$ cat src/rtl/mdu_pkg.sv
// Shared types and constants for the HI/LO multiply/divide unit.
// Optional divider datapath is built only when MDU_DIV_EN is defined.
package mdu_pkg;

    typedef enum logic [1:0] {
        OP_MULT  = 2'b00,
        OP_MULTU = 2'b01,
        OP_DIV   = 2'b10,
        OP_DIVU  = 2'b11
    } mdu_op_t;

    typedef enum logic [1:0] {
        S_IDLE = 2'b00,
        S_RUN  = 2'b01,
        S_FIX  = 2'b10
    } mdu_state_t;

    localparam int          MDU_ITER    = 32;
    localparam logic [31:0] MDU_DIV0_LO = 32'hFFFF_FFFF;

    function automatic logic [31:0] mdu_abs(
        input logic [31:0] v,
        input logic        neg
    );
        return neg ? (~v + 32'd1) : v;
    endfunction

endpackage

$ cat src/rtl/mdu_div_step.sv
// One restoring-division step: shift in a dividend bit, trial-subtract.
// Only compiled when MDU_DIV_EN is defined.
`ifdef MDU_DIV_EN
module mdu_div_step #(
    parameter int W = 32
) (
    input  logic [W-1:0] rem_i,
    input  logic         bit_i,
    input  logic [W-1:0] dvsr_i,
    output logic [W-1:0] rem_o,
    output logic         q_o
);

    logic [W:0] shifted;
    logic [W:0] diff;

    assign shifted = {rem_i, bit_i};
    assign diff    = shifted - {1'b0, dvsr_i};
    // A borrow out of the trial subtraction means the divisor did not fit.
    assign q_o     = ~diff[W];
    assign rem_o   = q_o ? diff[W-1:0] : shifted[W-1:0];

endmodule
`endif

$ cat src/rtl/mult_div_unit.sv
// Iterative HI/LO multiply/divide unit; 34-edge fixed latency per op.
// Define MDU_DIV_EN to build the DIV/DIVU datapath.
module mult_div_unit
    import mdu_pkg::*;
#(
    parameter int DATA_W = 32
) (
    input  logic              clk,
    input  logic              rst_n,
    input  logic              start,
    input  logic [1:0]        op,
    input  logic [DATA_W-1:0] srcA,
    input  logic [DATA_W-1:0] srcB,
    input  logic              hi_we,
    input  logic              lo_we,
    input  logic [DATA_W-1:0] wdata,
    output logic              busy,
    output logic              done,
    output logic [DATA_W-1:0] hi,
    output logic [DATA_W-1:0] lo
);

    localparam logic [5:0] LAST_CNT = 6'(MDU_ITER - 1);

    mdu_state_t          state_q, state_d;
    logic [5:0]          cnt_q, cnt_d;
    logic [2*DATA_W-1:0] acc_q, acc_d;
    logic [DATA_W-1:0]   opnd_q, opnd_d;
    logic                neg_q, neg_d;
    logic [DATA_W-1:0]   hi_q, hi_d;
    logic [DATA_W-1:0]   lo_q, lo_d;
    logic                busy_q, busy_d;
    logic                done_q, done_d;

    mdu_op_t             op_t;
    logic                is_div;
    logic                sgn_a, sgn_b;
    logic [DATA_W-1:0]   abs_a, abs_b;
    logic                op_ok;
    logic                accept;
    logic [DATA_W:0]     mul_sum;
    logic [2*DATA_W-1:0] mul_nxt;
    logic [2*DATA_W-1:0] step_nxt;
    logic [2*DATA_W-1:0] prod_fix;
    logic [DATA_W-1:0]   fix_hi, fix_lo;

    assign op_t   = mdu_op_t'(op);
    assign is_div = (op_t == OP_DIV) || (op_t == OP_DIVU);
    assign sgn_a  = ((op_t == OP_MULT) || (op_t == OP_DIV)) & srcA[DATA_W-1];
    assign sgn_b  = ((op_t == OP_MULT) || (op_t == OP_DIV)) & srcB[DATA_W-1];
    assign abs_a  = mdu_abs(srcA, sgn_a);
    assign abs_b  = mdu_abs(srcB, sgn_b);
    assign accept = (state_q == S_IDLE) && start && op_ok;

    // Multiplier sits in acc low half and is consumed LSB first.
    assign mul_sum = {1'b0, acc_q[2*DATA_W-1:DATA_W]}
                   + {1'b0, (acc_q[0] ? opnd_q : {DATA_W{1'b0}})};
    assign mul_nxt = {mul_sum, acc_q[DATA_W-1:1]};

    assign prod_fix = neg_q ? -acc_q : acc_q;

`ifdef MDU_DIV_EN
    logic              is_div_q;
    logic              neg_r_q;
    logic              div0_q;
    logic [DATA_W-1:0] raw_a_q;
    logic [DATA_W-1:0] rem_nxt;
    logic              q_bit;
    logic [DATA_W-1:0] quo_fix, rem_fix;

    assign op_ok = 1'b1;

    always_ff @(posedge clk or negedge rst_n) begin
        if (!rst_n) begin
            is_div_q <= 1'b0;
            neg_r_q  <= 1'b0;
            div0_q   <= 1'b0;
            raw_a_q  <= '0;
        end else if (accept) begin
            is_div_q <= is_div;
            neg_r_q  <= sgn_a;
            div0_q   <= (srcB == '0);
            raw_a_q  <= srcA;
        end
    end

    // Divide: acc = {remainder, dividend/quotient}.
    mdu_div_step #(.W(DATA_W)) u_div_step (
        .rem_i  (acc_q[2*DATA_W-1:DATA_W]),
        .bit_i  (acc_q[DATA_W-1]),
        .dvsr_i (opnd_q),
        .rem_o  (rem_nxt),
        .q_o    (q_bit)
    );

    assign step_nxt = is_div_q ? {rem_nxt, acc_q[DATA_W-2:0], q_bit}
                               : mul_nxt;
    assign quo_fix  = neg_q ? -acc_q[DATA_W-1:0] : acc_q[DATA_W-1:0];
    assign rem_fix  = neg_r_q ? -acc_q[2*DATA_W-1:DATA_W]
                              : acc_q[2*DATA_W-1:DATA_W];
    assign fix_lo   = !is_div_q ? prod_fix[DATA_W-1:0]
                    : div0_q    ? MDU_DIV0_LO : quo_fix;
    assign fix_hi   = !is_div_q ? prod_fix[2*DATA_W-1:DATA_W]
                    : div0_q    ? raw_a_q : rem_fix;
`else
    assign op_ok    = ~is_div;
    assign step_nxt = mul_nxt;
    assign fix_lo   = prod_fix[DATA_W-1:0];
    assign fix_hi   = prod_fix[2*DATA_W-1:DATA_W];
`endif

    always_ff @(posedge clk or negedge rst_n) begin
        if (!rst_n) begin
            state_q <= S_IDLE;
            cnt_q   <= '0;
            acc_q   <= '0;
            opnd_q  <= '0;
            neg_q   <= 1'b0;
            hi_q    <= '0;
            lo_q    <= '0;
            busy_q  <= 1'b0;
            done_q  <= 1'b0;
        end else begin
            state_q <= state_d;
            cnt_q   <= cnt_d;
            acc_q   <= acc_d;
            opnd_q  <= opnd_d;
            neg_q   <= neg_d;
            hi_q    <= hi_d;
            lo_q    <= lo_d;
            busy_q  <= busy_d;
            done_q  <= done_d;
        end
    end

    always_comb begin
        state_d = state_q;
        cnt_d   = cnt_q;
        acc_d   = acc_q;
        opnd_d  = opnd_q;
        neg_d   = neg_q;
        hi_d    = hi_q;
        lo_d    = lo_q;
        done_d  = 1'b0;
        unique case (state_q)
            S_IDLE: begin
                if (hi_we) hi_d = wdata;
                if (lo_we) lo_d = wdata;
                if (accept) begin
                    state_d = S_RUN;
                    cnt_d   = '0;
                    neg_d   = sgn_a ^ sgn_b;
                    opnd_d  = is_div ? abs_b : abs_a;
                    acc_d   = {{DATA_W{1'b0}}, (is_div ? abs_a : abs_b)};
                end
            end
            S_RUN: begin
                cnt_d = cnt_q + 6'd1;
                acc_d = step_nxt;
                if (cnt_q == LAST_CNT) state_d = S_FIX;
            end
            S_FIX: begin
                hi_d    = fix_hi;
                lo_d    = fix_lo;
                done_d  = 1'b1;
                state_d = S_IDLE;
            end
            default: state_d = S_IDLE;
        endcase
    end

    assign busy_d = (state_d != S_IDLE);

    assign busy = busy_q;
    assign done = done_q;
    assign hi   = hi_q;
    assign lo   = lo_q;

endmodule

$ cat config.mk
export PLATFORM = sky130hd
export DESIGN_NAME = mult_div_unit
export DESIGN_NICKNAME = d
export VERILOG_FILES = /design/src/rtl/mdu_pkg.sv /design/src/rtl/mdu_div_step.sv /design/src/rtl/mult_div_unit.sv
export SDC_FILE = /design/constraint.sdc
export NUM_CORES = 1
export LEC_CHECK = 0
export ABC_CLOCK_PERIOD_IN_PS = 6300
export CORE_ASPECT_RATIO = 1.5
export CORE_UTILIZATION = 60
export DETAILED_ROUTE_END_ITERATION = 7
export PLACE_DENSITY = 0.87
export SYNTH_ARGS = -nofsm -noshare
export SYNTH_HDL_FRONTEND = slang
export SYNTH_SLANG_ARGS = --single-unit
$ cat constraint.sdc
create_clock -name clk -period 6.3 [get_ports clk]
set_input_delay 1.89 -clock clk [delete_from_list [all_inputs] [get_ports clk]]
set_output_delay 1.89 -clock clk [all_outputs]
set_load 0.05 [all_outputs]
==> metrics.txt, run 1 <==
Final period util 0.656; FF+latch count, synth 171; Avg WL per Cell about 20 um; hold buffers post-CTS 0; setup violators final 0; max_cap viols 0; ANT nets after route 0; cell area after synthesis 11,500 sq um; Hold Path Depth 2; Clock transition at path regs 0.07 ns; Buffers on Ports 168; Final Skew 0.00897 ns; max incr delay on CP 0.62 ns; slew margin rel. 0.206; wire length on met1 about 12,000 um; post_cts resized 0; fmax roughly 240 MHz; WP buf/inv 1; top layer in use met4; R2R cell count 11; share of cells above drive strength 1 0.0485; die area between 15,000 and 20,000 sq um; Avg Inst Size Synth 8.46 sq um; kind of start point of the critical path input port; DP Wirelength 25,700 um; vias in the first global route 11,000; VDD IR-drop max about 230 uV; GP Congestion 0.968; Root Driver clkbuf_16; ys flop type dfrtp_1; CTS tree yes; Routed WL 34,500 um; final worst slack around 2.2 ns; Syn Inst Count between 1,000 and 1,500; vias per inst roughly 6.5; status complete, but fails checks; Sink Count between 150 and 200; Starting Density 0.615; crit path from srcB[5]; PD cells ~440 nW/um^2; met3 WL post-DR ~2300 um; nets about 1,600; syn nets 1,495; sequential-to-total area share from yosys stat 0.373; num rows 61; crit path kind input port to flip-flop; Max H-tree Level 4; # DRC 10; HP Start opnd_q[8]; first drt pass iteration count 8; P&R area growth vs syn 21.1%; Post-Route Utilization 0.745; RSZ-0062 raised after global routing false; CP delay by family, top simple AND/OR/NAND/NOR gates; initial antenna violation count 0; failing checks DRC; register-to-register setup slack 2.66 ns; Post-Place Setup Slack between 1.5 and 2 ns; pin count of the biggest net entering global routing 90; reg2reg end acc_q[56]; setup TNS 0 ns; worst skew pair latency 0.45 ns; Critical R2R Launch acc_q[0]; worst-path fanout max 5; Antenna diodes 0; Slew @ Worst Pin 1.19 ns; gr usage total 0.366; CTS buffer count 17; Worst Hold Path EP opnd_q[8]; Multi-input gate area 6810 sq um; Fillers 1,433; endpoints failing hold 0; WP data required 6.67 ns; final count of pins violating max slew 0; register area 4280 sq um; final worst path period need 4.13 ns; Post-synth ARST share 1.00; post-synthesis cell type count 70; first-pass GRT wire length 55,500 um; gr ovfl total 0; CP max-delay cell or4_1; clk buf depth 2; I/O pins between 150 and 200; number of synthesized flops with an enable pin 0; class of the worst hold path flip-flop to flip-flop; Critical Path AT ~4.5 ns; die width 115 um; static leakage 5.68 nW; die height ~170 um; setup bufs post-CTS 0; most frequent cells in the layout nand2_1, o21ai_0, dfrtp_1, clkdlybuf4s50_1, a21oi_1; commonest non-fill, non-tap cell in the layout nand2_1; Met2 Routed Length 18,000 um; CP endpoint kind flip-flop; Via Count about 11,000; core area 18,600 sq um; Syn. warnings 0; DR iter-0 viols 877; worst-path cell chain clkdlybuf4s50_1, or4_1, nor3_1, nand2_1, nor2b_1, and2_1, a31oi_1, or3b_2, a21oi_1
[synth_stat cells (3+ instances only)]
| cell | instances | area share |
|---|---|---|
| nor3_1 | 34 | 0.015 |
| xnor2_1 | 59 | 0.045 |
| nand3_1 | 29 | 0.013 |
| mux2i_1 | 4 | 0.0035 |
| or3_1 | 14 | 0.0076 |
| ha_1 | 36 | 0.039 |
| nor3b_1 | 4 | 0.0026 |
| a31oi_1 | 13 | 0.0071 |
| o221ai_1 | 10 | 0.0076 |
| or4_4 | 3 | 0.0029 |
| xor2_1 | 74 | 0.057 |
| o21ai_0 | 174 | 0.076 |
| o211ai_1 | 6 | 0.0039 |
| a311oi_1 | 3 | 0.0023 |
| o311ai_0 | 3 | 0.0023 |
| nor2_1 | 66 | 0.022 |
| o21bai_1 | 4 | 0.0026 |
| o22ai_1 | 9 | 0.0049 |
| a222oi_1 | 8 | 0.0070 |
| and2_1 | 37 | 0.020 |
| a221oi_1 | 6 | 0.0046 |
| a21oi_1 | 78 | 0.034 |
| clkbuf_1 | 74 | 0.024 |
| a211oi_1 | 5 | 0.0033 |
| or2_2 | 6 | 0.0033 |
| nand2b_1 | 14 | 0.0076 |
| nand4_1 | 10 | 0.0055 |
| o41ai_1 | 14 | 0.011 |
| inv_1 | 24 | 0.0079 |
| nand2_1 | 175 | 0.057 |
| and3_1 | 10 | 0.0055 |
| o21a_1 | 5 | 0.0033 |
| a22oi_1 | 36 | 0.024 |
| or4_1 | 16 | 0.010 |
| nor4_1 | 13 | 0.0071 |
| buf_1 | 7 | 0.0023 |
| dfrtp_1 | 171 | 0.37 |
| nor2b_1 | 11 | 0.0060 |
| a21o_1 | 20 | 0.013 |
| o31ai_1 | 31 | 0.020 |
[sequential cells by signal (all words and copies together) (netlist names)]
signal and cells:
cnt_q 6, opnd_q 32, done 1, busy 1, acc_q 64, lo 32, neg_q 1, state_q 2
hi 32
[stage by stage]
step | power, mW | area, sq um | std cells | hold slack (ns)
after detailed placement | 5.00 | 13300 | 1706 | 0.462
after floorplan | 3.99 | 11500 | 1355 | 0.442
after global placement | 4.92 | 13300 | 1706 | 0.454
final | 6.15 | 13900 | 1737 | 0.474
after CTS | 6.08 | 13900 | 1737 | 0.477
after global routing | 6.49 | 13900 | 1737 | 0.495
[where the power goes]
part | leakage [nW] | internal (mW) | switching, mW
clock network | 0.281 | 0.629 | 0.454
logic | 3.30 | 1.14 | 1.83
registers | 2.10 | 1.51 | 0.575
total | 5.68 | 3.29 | 2.86
[worst register-to-register path, delay by kind of cell, from the launching register on]
| kind | cells | cell delay (ns) |
|---|---|---|
| DFF | 1 | 0.36 |
| buffers and inverters | 1 | 0.23 |
| AOI/OAI and AO/OA | 6 | 1.82 |
| adders and majority gates | 1 | 0.36 |
| and+or+nand+nor | 3 | 0.81 |
[worst max-delay path by stage]
stage                       to  slack, ns  cells after the start
finish               acc_q[31]       2.17                      9
global route        opnd_q[27]       1.93                      9
CTS                  acc_q[31]       2.18                      9
detailed placement   acc_q[31]       1.75                      9
global placement     acc_q[31]       1.82                      9
floorplan            acc_q[31]       2.42                      8
[routing by layer]
metal	vias up	GRT usage
met2	577	0.659
met3	157	0.0662
met1	5341	0.388
li1	5182	-
met4	0	0.242
met5	-	0
[cell families after synthesis]
family / synth area share
xor gates and xnor gates: 0.102
and+or+nand+nor: 0.199
AOI/OAI and AO/OA: 0.244
DFF: 0.373
buffers and inverters: 0.0348
muxes: 0.00546
adders and majority gates: 0.0411
[final cells by class]
type                    instances  area share
clock buffers                  19      0.0319
clock inverters                12      0.0107
inverters                      24     0.00649
multi-input cells            1078       0.491
flip-flops and latches        171       0.308
well taps                     252      0.0227
repair buffers                181       0.129
(Power assumes the default switching activity.)
==> run 2: changes to the inputs <==
--- a/config.mk
+++ b/config.mk
@@ -5,11 +5,11 @@
 export SDC_FILE = /design/constraint.sdc
 export NUM_CORES = 1
 export LEC_CHECK = 0
-export ABC_CLOCK_PERIOD_IN_PS = 6300
+export ABC_CLOCK_PERIOD_IN_PS = 3400
 export CORE_ASPECT_RATIO = 1.5
-export CORE_UTILIZATION = 60
+export CORE_UTILIZATION = 50
 export DETAILED_ROUTE_END_ITERATION = 7
-export PLACE_DENSITY = 0.87
+export PLACE_DENSITY = 0.77
 export SYNTH_ARGS = -nofsm -noshare
 export SYNTH_HDL_FRONTEND = slang
 export SYNTH_SLANG_ARGS = --single-unit
==> constraint.sdc (replaced) <==
create_clock -name clk -period 3.4 [get_ports clk]
set_input_delay 1.02 -clock clk [delete_from_list [all_inputs] [get_ports clk]]
set_output_delay 1.02 -clock clk [all_outputs]
set_load 0.05 [all_outputs]
==> run 2 against run 1 <==
Effect of this change:
- the flow still finishes with violations (DRC)
- worst setup slack worse by 1.9 ns
- first-iteration DRC count down 1.0%
- highest routed layer unchanged
- via count down 0.60%
==> metrics.txt, run 2 (synthesis gave the netlist of run 1 again) <==
max_cap viols 0; initial antenna violation count 0; Critical Path AT 3.48 ns; gr usage total 0.302; commonest non-fill, non-tap cell in the layout nand2_1; Via Count roughly 11,000; class of the worst hold path flip-flop to flip-flop; setup violators final 0; final worst slack 0.245 ns; crit path kind flip-flop to flip-flop; worst skew pair latency 0.43 ns; CTS tree yes; status complete, but fails checks; CP delay by family, top simple AND/OR/NAND/NOR gates; Reg with most FFs acc_q; WP buf/inv 1; share of cells above drive strength 1 0.0851; VDD IR-drop max 453 uV; WP data required roughly 3.7 ns; core area about 22,000 sq um; hold buffers post-CTS 0; setup bufs post-CTS 0; max incr delay on CP 0.59 ns; Final period util 0.928; PD cells around 800 nW/um^2; kind of start point of the critical path flip-flop; first-pass GRT wire length roughly 56,000 um; vias per inst 6.16; DP Wirelength 26,500 um; final count of pins violating max slew 0; Root Driver clkbuf_16; most frequent cells in the layout nand2_1, o21ai_0, dfrtp_1, clkdlybuf4s50_1, a21oi_1; Final Skew around 0.0087 ns; Post-Place Setup Slack -0.0840 ns; Worst Hold Path EP opnd_q[11]; Sink Count roughly 170; P&R area growth vs syn 25.4%; die width between 100 and 150 um; fmax 317 MHz; Slew @ Worst Pin 1.02 ns; Avg WL per Cell between 15 and 20 um; Starting Density 0.512; R2R cell count 8; final worst path period need 3.16 ns; Buffers on Ports 168; failing checks DRC; pin count of the biggest net entering global routing 96; static leakage 5.97 nW; Hold Path Depth 2; first drt pass iteration count 8; DR iter-0 viols 868; ANT nets after route 0; Max H-tree Level 4; slew margin rel. 0.322; CP endpoint kind flip-flop; Min Hold Slack 0.471 ns; vias in the first global route ~11,000; clk buf depth 2; # DRC 16; CP max-delay cell or4_4; RSZ-0062 raised after global routing false; die area around 24,000 sq um; I/O pins roughly 170; GP Congestion 0.979; endpoints failing hold 0; CTS buffer count 17; HP Start opnd_q[11]; Antenna diodes 0; num rows 67; reg2reg end hi[15]; worst-path fanout max 8; register-to-register setup slack 0.24 ns; post_cts resized 0; Critical R2R Launch acc_q[0]; max FFs per register 64; Routed WL 34,500 um; Clock transition at path regs 0.07 ns; die height between 150 and 200 um; nets 1,668; worst-path cell chain or2_2, nor4_1, buf_4, nand3_2, or4_4, o21ai_0, xor2_1, a221oi_1; gr ovfl total 0
## run 2: changes by cell type in the layout (fill, tap and decap cells not counted), moves of 2 or more
cell       previous run  this run
a2111oi_1             0         2
a2111oi_0             2         0
inv_6                 0         4
buf_4                12        65
clkinv_2              4         2
## run 2: how the worst max path moves through the flow
| stage | startpoint | to | slack [ns] | depth (start not counted) |
|---|---|---|---|---|
| after global routing | acc_q[0] | acc_q[51] | 0.07 | 11 |
| final | acc_q[0] | hi[15] | 0.24 | 8 |
| after floorplan | srcB[5] | acc_q[31] | 0.39 | 8 |
| after global placement | srcA[5] | opnd_q[27] | -0.002 | 9 |
| after CTS | acc_q[0] | acc_q[51] | 0.01 | 11 |
| after detailed placement | srcA[5] | opnd_q[24] | -0.08 | 9 |
## run 2: where the power goes
group | leakage, nW | switching (mW) | internal, mW
sequential | 2.10 | 1.03 | 2.81
combinational | 3.58 | 3.42 | 2.25
clock | 0.286 | 0.847 | 1.18
## run 2: layer usage
layer | routed length, um | track usage | up-vias
met5 | 0 | 0 | -
met4 | 1990 | 0.181 | 0
met3 | 1770 | 0.0415 | 124
met2 | 18100 | 0.549 | 447
met1 | 12600 | 0.330 | 5323
li1 | - | - | 5296
## run 2: worst reg2reg max path, delay by kind of cell (launching register included)
| kind | cells | cell delay, ns |
|---|---|---|
| simple gates | 4 | 1.50 |
| flops | 1 | 0.49 |
| buf+inv | 1 | 0.22 |
| xor+xnor | 1 | 0.17 |
| compound gates | 2 | 0.68 |
## run 2: layout make-up
class	count	area, sq um
well taps	276	345
flip-flops and latches	171	4280
fillers	1886	8020
inverters	24	90.1
repair buffers	236	2220
multi-input cells	1078	6830
clock inverters	13	165
clock buffers	18	439
## run 2: stage by stage
step                TNS [ns]  power [mW]  utilization  std cells  instance area, sq um
global placement    -0.00195        9.23        0.614       1785                 13700
CTS                        0        11.4        0.641       1816                 14300
finish                     0        11.5        0.642       1816                 14400
global route               0        12.2        0.642       1816                 14400
floorplan                  0        7.39            -       1355                 11500
detailed placement    -0.362        9.38        0.614       1785                 13700
